==> config.mk <==
export PLATFORM = sky130hd
export DESIGN_NAME = fifo_sync_ctrl_flat
export DESIGN_NICKNAME = d
export VERILOG_FILES = /design/src/rtl/fifo_pkg.sv /design/src/rtl/fifo_sync_ctrl_if.sv /design/src/rtl/fifo_dpram.sv /design/src/rtl/fifo_sync_ctrl.sv /design/src/flat_wrapper.sv
export SDC_FILE = /design/constraint.sdc
export NUM_CORES = 1
export LEC_CHECK = 0
export ABC_AREA = 0
export CAP_MARGIN = 20
export CORE_ASPECT_RATIO = 0.75
export CORE_UTILIZATION = 40
export CTS_CLUSTER_SIZE = 25
export DETAILED_ROUTE_END_ITERATION = 7
export PLACE_DENSITY = 0.58
export SYNTH_ARGS = -nofsm -noshare
export SYNTH_HDL_FRONTEND = slang
export SYNTH_SLANG_ARGS = --single-unit
==> constraint.sdc <==
create_clock -name clock -period 3.3 [get_ports clock]
set_input_delay 0.825 -clock clock [delete_from_list [all_inputs] [get_ports clock]]
set_output_delay 0.825 -clock clock [all_outputs]
set_load 0.05 [all_outputs]
==> src/rtl/fifo_pkg.sv <==
// rtl/fifo_pkg.sv - shared defaults and types for the synchronous FIFO
package fifo_pkg;
  localparam int FIFO_WIDTH = 8;
  localparam int FIFO_DEPTH = 16;
  localparam int FIFO_AW    = $clog2(FIFO_DEPTH);

  // Occupancy needs one extra bit so that a full FIFO (DEPTH) is representable.
  typedef logic [FIFO_AW:0] count_t;
endpackage

==> src/rtl/fifo_sync_ctrl_if.sv <==
// rtl/fifo_sync_ctrl_if.sv - strobe, data and status bundle of the synchronous FIFO
interface fifo_sync_ctrl_if
  import fifo_pkg::*;
#(
  parameter int WIDTH = FIFO_WIDTH,
  parameter int DEPTH = FIFO_DEPTH
);
  localparam int AW = $clog2(DEPTH);

  logic             write_n;
  logic             read_n;
  logic [WIDTH-1:0] data_in;
  logic [WIDTH-1:0] data_out;
  logic [AW:0]      count;
  logic             over_flow;
  logic             under_flow;
  logic             wr_err;
  logic             rd_err;

  modport master (
    output write_n, read_n, data_in,
    input  data_out, count, over_flow, under_flow, wr_err, rd_err
  );

  modport slave (
    input  write_n, read_n, data_in,
    output data_out, count, over_flow, under_flow, wr_err, rd_err
  );
endinterface

==> src/rtl/fifo_dpram.sv <==
// rtl/fifo_dpram.sv - DEPTH x WIDTH register array, one write port, one registered read port
module fifo_dpram
  import fifo_pkg::*;
#(
  parameter int WIDTH = FIFO_WIDTH,
  parameter int DEPTH = FIFO_DEPTH
) (
  input  logic                     clock,
  input  logic                     reset,
  input  logic                     we,
  input  logic [$clog2(DEPTH)-1:0] waddr,
  input  logic [WIDTH-1:0]         wdata,
  input  logic                     re,
  input  logic [$clog2(DEPTH)-1:0] raddr,
  output logic [WIDTH-1:0]         rdata
);
  logic [WIDTH-1:0] mem [DEPTH];

  // Storage is deliberately not reset; only the read register is.
  always_ff @(posedge clock) begin
    if (we) begin
      mem[waddr] <= wdata;
    end
  end

  // Reads sample the pre-edge contents, so a same-address write cannot bypass.
  always_ff @(posedge clock or posedge reset) begin
    if (reset) begin
      rdata <= '0;
    end else if (re) begin
      rdata <= mem[raddr];
    end
  end
endmodule

==> src/rtl/fifo_sync_ctrl.sv <==
// rtl/fifo_sync_ctrl.sv - single-clock FIFO with active-low strobes, occupancy and sticky errors
module fifo_sync_ctrl
  import fifo_pkg::*;
#(
  parameter int WIDTH = FIFO_WIDTH,
  parameter int DEPTH = FIFO_DEPTH
) (
  input  logic             clock,
  input  logic             reset,
  fifo_sync_ctrl_if.slave  bus
);
  localparam int          AW   = $clog2(DEPTH);
  localparam logic [AW:0] FULL = (AW+1)'(DEPTH);

  logic [AW-1:0] wr_ptr;
  logic [AW-1:0] rd_ptr;
  logic [AW:0]   count_q;
  logic [AW:0]   count_nxt;
  logic          wr_req;
  logic          rd_req;
  logic          wr_ok;
  logic          rd_ok;
  logic          over_q;
  logic          under_q;
  logic          wr_err_q;
  logic          rd_err_q;

  // A full FIFO still takes a write when a read frees a slot in the same cycle.
  always_comb begin
    wr_req    = !bus.write_n;
    rd_req    = !bus.read_n;
    rd_ok     = rd_req && (count_q != '0);
    wr_ok     = wr_req && ((count_q != FULL) || rd_ok);
    count_nxt = count_q + {{AW{1'b0}}, wr_ok} - {{AW{1'b0}}, rd_ok};
  end

  always_ff @(posedge clock or posedge reset) begin
    if (reset) begin
      wr_ptr   <= '0;
      rd_ptr   <= '0;
      count_q  <= '0;
      over_q   <= 1'b0;
      under_q  <= 1'b0;
      wr_err_q <= 1'b0;
      rd_err_q <= 1'b0;
    end else begin
      if (wr_ok) begin
        wr_ptr <= wr_ptr + 1'b1;
      end
      if (rd_ok) begin
        rd_ptr <= rd_ptr + 1'b1;
      end
      count_q <= count_nxt;
      over_q  <= (count_nxt == FULL);
      under_q <= (count_nxt == '0);
      if (wr_req && !wr_ok) begin
        wr_err_q <= 1'b1;
      end
      if (rd_req && !rd_ok) begin
        rd_err_q <= 1'b1;
      end
    end
  end

  fifo_dpram #(
    .WIDTH (WIDTH),
    .DEPTH (DEPTH)
  ) u_ram (
    .clock (clock),
    .reset (reset),
    .we    (wr_ok),
    .waddr (wr_ptr),
    .wdata (bus.data_in),
    .re    (rd_ok),
    .raddr (rd_ptr),
    .rdata (bus.data_out)
  );

  assign bus.count      = count_q;
  assign bus.over_flow  = over_q;
  assign bus.under_flow = under_q;
  assign bus.wr_err     = wr_err_q;
  assign bus.rd_err     = rd_err_q;
endmodule

==> src/flat_wrapper.sv <==
// flat-port wrapper written by rule: the top's interface ports become plain ports
module fifo_sync_ctrl_flat import fifo_pkg::*;
#(
  parameter int WIDTH = FIFO_WIDTH,
  parameter int DEPTH = FIFO_DEPTH
)
  (clock, reset, bus_write_n, bus_read_n, bus_data_in, bus_data_out, bus_count, bus_over_flow, bus_under_flow, bus_wr_err, bus_rd_err);
  fifo_sync_ctrl_if #(.WIDTH(WIDTH), .DEPTH(DEPTH)) bus_i ();
  input  logic clock;
  input  logic reset;
  input wire logic [$bits(bus_i.write_n)-1:0] bus_write_n;
  input wire logic [$bits(bus_i.read_n)-1:0] bus_read_n;
  input wire logic [$bits(bus_i.data_in)-1:0] bus_data_in;
  output wire logic [$bits(bus_i.data_out)-1:0] bus_data_out;
  output wire logic [$bits(bus_i.count)-1:0] bus_count;
  output wire logic [$bits(bus_i.over_flow)-1:0] bus_over_flow;
  output wire logic [$bits(bus_i.under_flow)-1:0] bus_under_flow;
  output wire logic [$bits(bus_i.wr_err)-1:0] bus_wr_err;
  output wire logic [$bits(bus_i.rd_err)-1:0] bus_rd_err;
  assign bus_i.write_n = bus_write_n;
  assign bus_i.read_n = bus_read_n;
  assign bus_i.data_in = bus_data_in;
  assign bus_data_out = bus_i.data_out;
  assign bus_count = bus_i.count;
  assign bus_over_flow = bus_i.over_flow;
  assign bus_under_flow = bus_i.under_flow;
  assign bus_wr_err = bus_i.wr_err;
  assign bus_rd_err = bus_i.rd_err;
  fifo_sync_ctrl #(.WIDTH(WIDTH), .DEPTH(DEPTH)) u_core (.clock(clock), .reset(reset), .bus(bus_i));
endmodule
==> results by stage <==
Outcome:
- The run finished with clean final reports.

Worst setup path:
- The path type of the worst setup path is input pin to register.
- Of all nets on the critical path, the largest fanout is 4.
- The worst endpoint data arrival time is 3100 ps.
- The worst setup path is launched from an input pin.
- The element type at the critical path end is a register.
- Data on the critical path is required at its endpoint by 3620 ps.

Cells and area:
- Of the cells placed in the final design, the portion with a size suffix greater than 1 is 0.239.
- The area growth from synthesis to layout is 19.0%.
- The top cell types in the final layout, fill and taps aside, are 128 x sky130_fd_sc_hd__edfxtp_1, 28 x sky130_fd_sc_hd__clkdlybuf4s50_1, 24 x sky130_fd_sc_hd__mux4_2, 24 x sky130_fd_sc_hd__dfrtp_1, 21 x sky130_fd_sc_hd__buf_4.
- The area of combinational cells with multiple inputs is 0.00153 mm2.
- The sequential cell area in the final layout is 0.00447 mm2.
- Leaving out fill and tap cells, the most frequent cell in the layout is sky130_fd_sc_hd__edfxtp_1.
- The net total in the final layout is 388.
- The number of antenna diodes in the final layout is 0.
- After the flow finishes, the layout carries non-filler instances totaling 577.
- The number of filler instances in the final layout is 1239.

CTS:
- The post-CTS setup repair buffer count is 0.
- The maximum number of buffers from clock root to sink is 2.
- The clock latency at the later pin of the worst-skew pair is 410 ps.
- The H-tree was split into 4 levels.
- Counting the buffers created by CTS gives 17.
- The number of gates given a new drive strength after cts is 0.
- In this run the clock root is driven by a sky130_fd_sc_hd__clkbuf_16.
- The number of clock sinks is 153.
- The clock-pin slew on the worst setup and hold paths is 60 ps.
- The number of buffers inserted by hold repair at cts is 0.
- TritonCTS built the clock tree.

Routing:
- For this run, the detailed router's first-pass iteration total came to 4.
- The detailed router's first-iteration violation count is 202.
- The overall routed net length is 11400 um.
- The detailed-route DRC error count is 0.
- The routed wirelength normalized by instance count is 19.7 um.
- The routed layout has 2932 vias.
- The number of antenna-violating nets in the routed design is 0.
- After detailed routing, the number of vias per cell comes to 5.08.

Timing:
- Setup repair after global routing left no endpoint under its margin.
- The maximum frequency from static timing analysis is 361 MHz.
- The total count of hold-check failures in the final report is 0.
- The worst pin sits at a relative slew slack of 0.546.
- After routing, the total negative slack on setup checks comes to 0 ps.
- The transition time at the pin with the least slew margin is 680 ps.
- The smallest clock period supported by the final layout is computed as 2770 ps.
- Setup violations remaining at the end of the flow were counted as 0.
- Dividing the final minimum period by the clock period gives 0.841.
- On the final layout, the worst clock skew is 13.3 ps.
- The number of max-slew violations in the final report is 0.

Synthesis:
- The synthesized netlist net count is 335.
- The average instance in the mapped netlist occupies 19.8 um2.
- The dominant cell type by area after synthesis is sky130_fd_sc_hd__edfxtp_1.
- By area the synthesized netlist is led by sky130_fd_sc_hd__edfxtp_1 62%, sky130_fd_sc_hd__dfrtp_1 10%, sky130_fd_sc_hd__mux4_2 8.8%.
- The share of the synthesized area in the top cell type is 0.623.
- The post-synthesis register bit count is 153.
- For this run, the register share of the synthesized area comes to 0.725.
- The synthesized netlist contains 34 unique library cells.
- Yosys printed 0 warnings.
- The number of standard cells after synthesis is 311.
- After synthesis the cells add up to 0.00617 mm2.

Global routing:
- The combined global-route utilization of all metal layers is 0.158.
- The initial antenna violation count was 0.
- The pin count of the biggest net entering global routing is 34.
- The overflow left after global routing is 0.
- The global-route wire length before repair is 17700 um.
- The number of global-route vias before repair is 3075.

Place:
- The number of cells after detailed placement is 544.
- Detailed placement ended at an HPWL of 7450 um.
- The number of buffers added on ports is 28.
- The placer congestion estimate is 0.751.

Worst hold path:
- The class of the worst hold path is register to register.

Floorplan:
- The placeable core region is 0.0147 mm2.
- The total die area is 0.0159 mm2.
- The cell row count is 38.
- The count of boundary I/O pins is 29.
- The width of the die is 145 um.
- The initial utilization of the core area, before any placement, comes to 0.418.
- The vertical extent of the die is 110 um.

Power:
- Summed over all cells, the static leakage comes to 2.54 nW.
- For this design the ratio of total power to cell area is 926 mW/mm2.
- VDD sags by at most 0.541 mV.

Job:
- The number of max-cap violations is 0.
[state kept, by name, summed over array words and instances, names as in the netlist]
| signal | cells |
|---|---|
| u_core.u_ram.rdata | 8 |
| u_core.wr_ptr | 4 |
| u_core.u_ram.mem | 128 |
| u_core.rd_ptr | 4 |
| u_core.bus.rd_err | 1 |
| u_core.bus.wr_err | 1 |
| u_core.bus.under_flow | 1 |
| u_core.bus.count | 5 |
| u_core.bus.over_flow | 1 |
[area by class of cell]
| type | count | area share |
|---|---|---|
| tap | 200 | 0.0341 |
| clock buffer | 20 | 0.0595 |
| multi-input combinational | 131 | 0.209 |
| timing repair buffer | 50 | 0.0634 |
| inverter | 11 | 0.00563 |
| sequential | 153 | 0.609 |
| clock inverter | 12 | 0.0193 |
[layer usage]
layer	track usage	vias to the layer above	part of all wire
met3	0.0382	5	0.057
met5	0	-	0
li1	-	1351	-
met1	0.217	1508	0.48
met4	0.0609	0	0.0036
met2	0.246	68	0.46
[stage by stage]
step / hold slack, ps / utilization / area [um2] / setup slack (ps) / power, W
final: 471 / 0.498 / 7340 / 526 / 0.00679
after global routing: 500 / 0.498 / 7340 / 349 / 0.00713
after CTS: 480 / 0.496 / 7310 / 515 / 0.00687
after detailed placement: 467 / 0.457 / 6730 / 99.4 / 0.00497
after global placement: 462 / 0.457 / 6730 / 220 / 0.00493
after floorplan: 504 / - / 6170 / 148 / 0.00438
[worst paths after layout]
kind | end | slack (ps) | cells past startpoint | startpoint
max in group asynchronous | u_core.rd_ptr[1] | 2310 | 3 | reset
setup reg to reg | u_core.bus.over_flow | 550 | 12 | u_core.bus.count[2]
hold / removal | u_core.bus.rd_err | 470 | 1 | u_core.bus.rd_err
min in group asynchronous | u_core.rd_ptr[0] | 620 | 2 | reset
setup / recovery | u_core.bus.over_flow | 530 | 10 | bus_read_n
hold reg to reg | u_core.bus.rd_err | 470 | 1 | u_core.bus.rd_err
[power by group]
part           switching [W]  internal [W]  leakage (nW)
logic                0.00124      0.000976         0.825
registers           0.000262       0.00242          1.45
clock network       0.000771       0.00112         0.264
[Yosys cell counts, drive strengths merged]
library cell and n:
nand4 2, nand3 1, inv 11, mux4 32, or2 1, dfrtp 25, nor3b 2, xnor2 6
buf 16, nand2 7, ha 11, a221oi 8, o21ai 1, mux2 1, and2 1, nor2 20
mux2i 8, nor3 5, nand2b 3, xor2 4, o22ai 8, o21bai 2, a21o 1, a21oi 3
a31oi 1, a31o 1, fa 1, edfxtp 128, or3 1
[worst max-delay path, cell delays in order]
cell	delay, ps
sky130_fd_sc_hd__clkdlybuf4s50_1	560
sky130_fd_sc_hd__a21oi_2	60
sky130_fd_sc_hd__ha_1	270
sky130_fd_sc_hd__inv_1	40
sky130_fd_sc_hd__ha_1	200
sky130_fd_sc_hd__fa_1	400
sky130_fd_sc_hd__a21oi_1	180
sky130_fd_sc_hd__o21bai_1	90
sky130_fd_sc_hd__xnor2_1	260
sky130_fd_sc_hd__nor3b_1	220
[logic make-up after synthesis]
| group | after synthesis | synth area share |
|---|---|---|
| fa+ha+maj | 12 | 0.0256 |
| mux | 41 | 0.137 |
| buf+inv | 27 | 0.0274 |
| compound gates | 25 | 0.0379 |
| simple gates | 43 | 0.0337 |
| flops | 153 | 0.725 |
| xor+xnor | 10 | 0.0142 |
(Power assumes the default switching activity.)
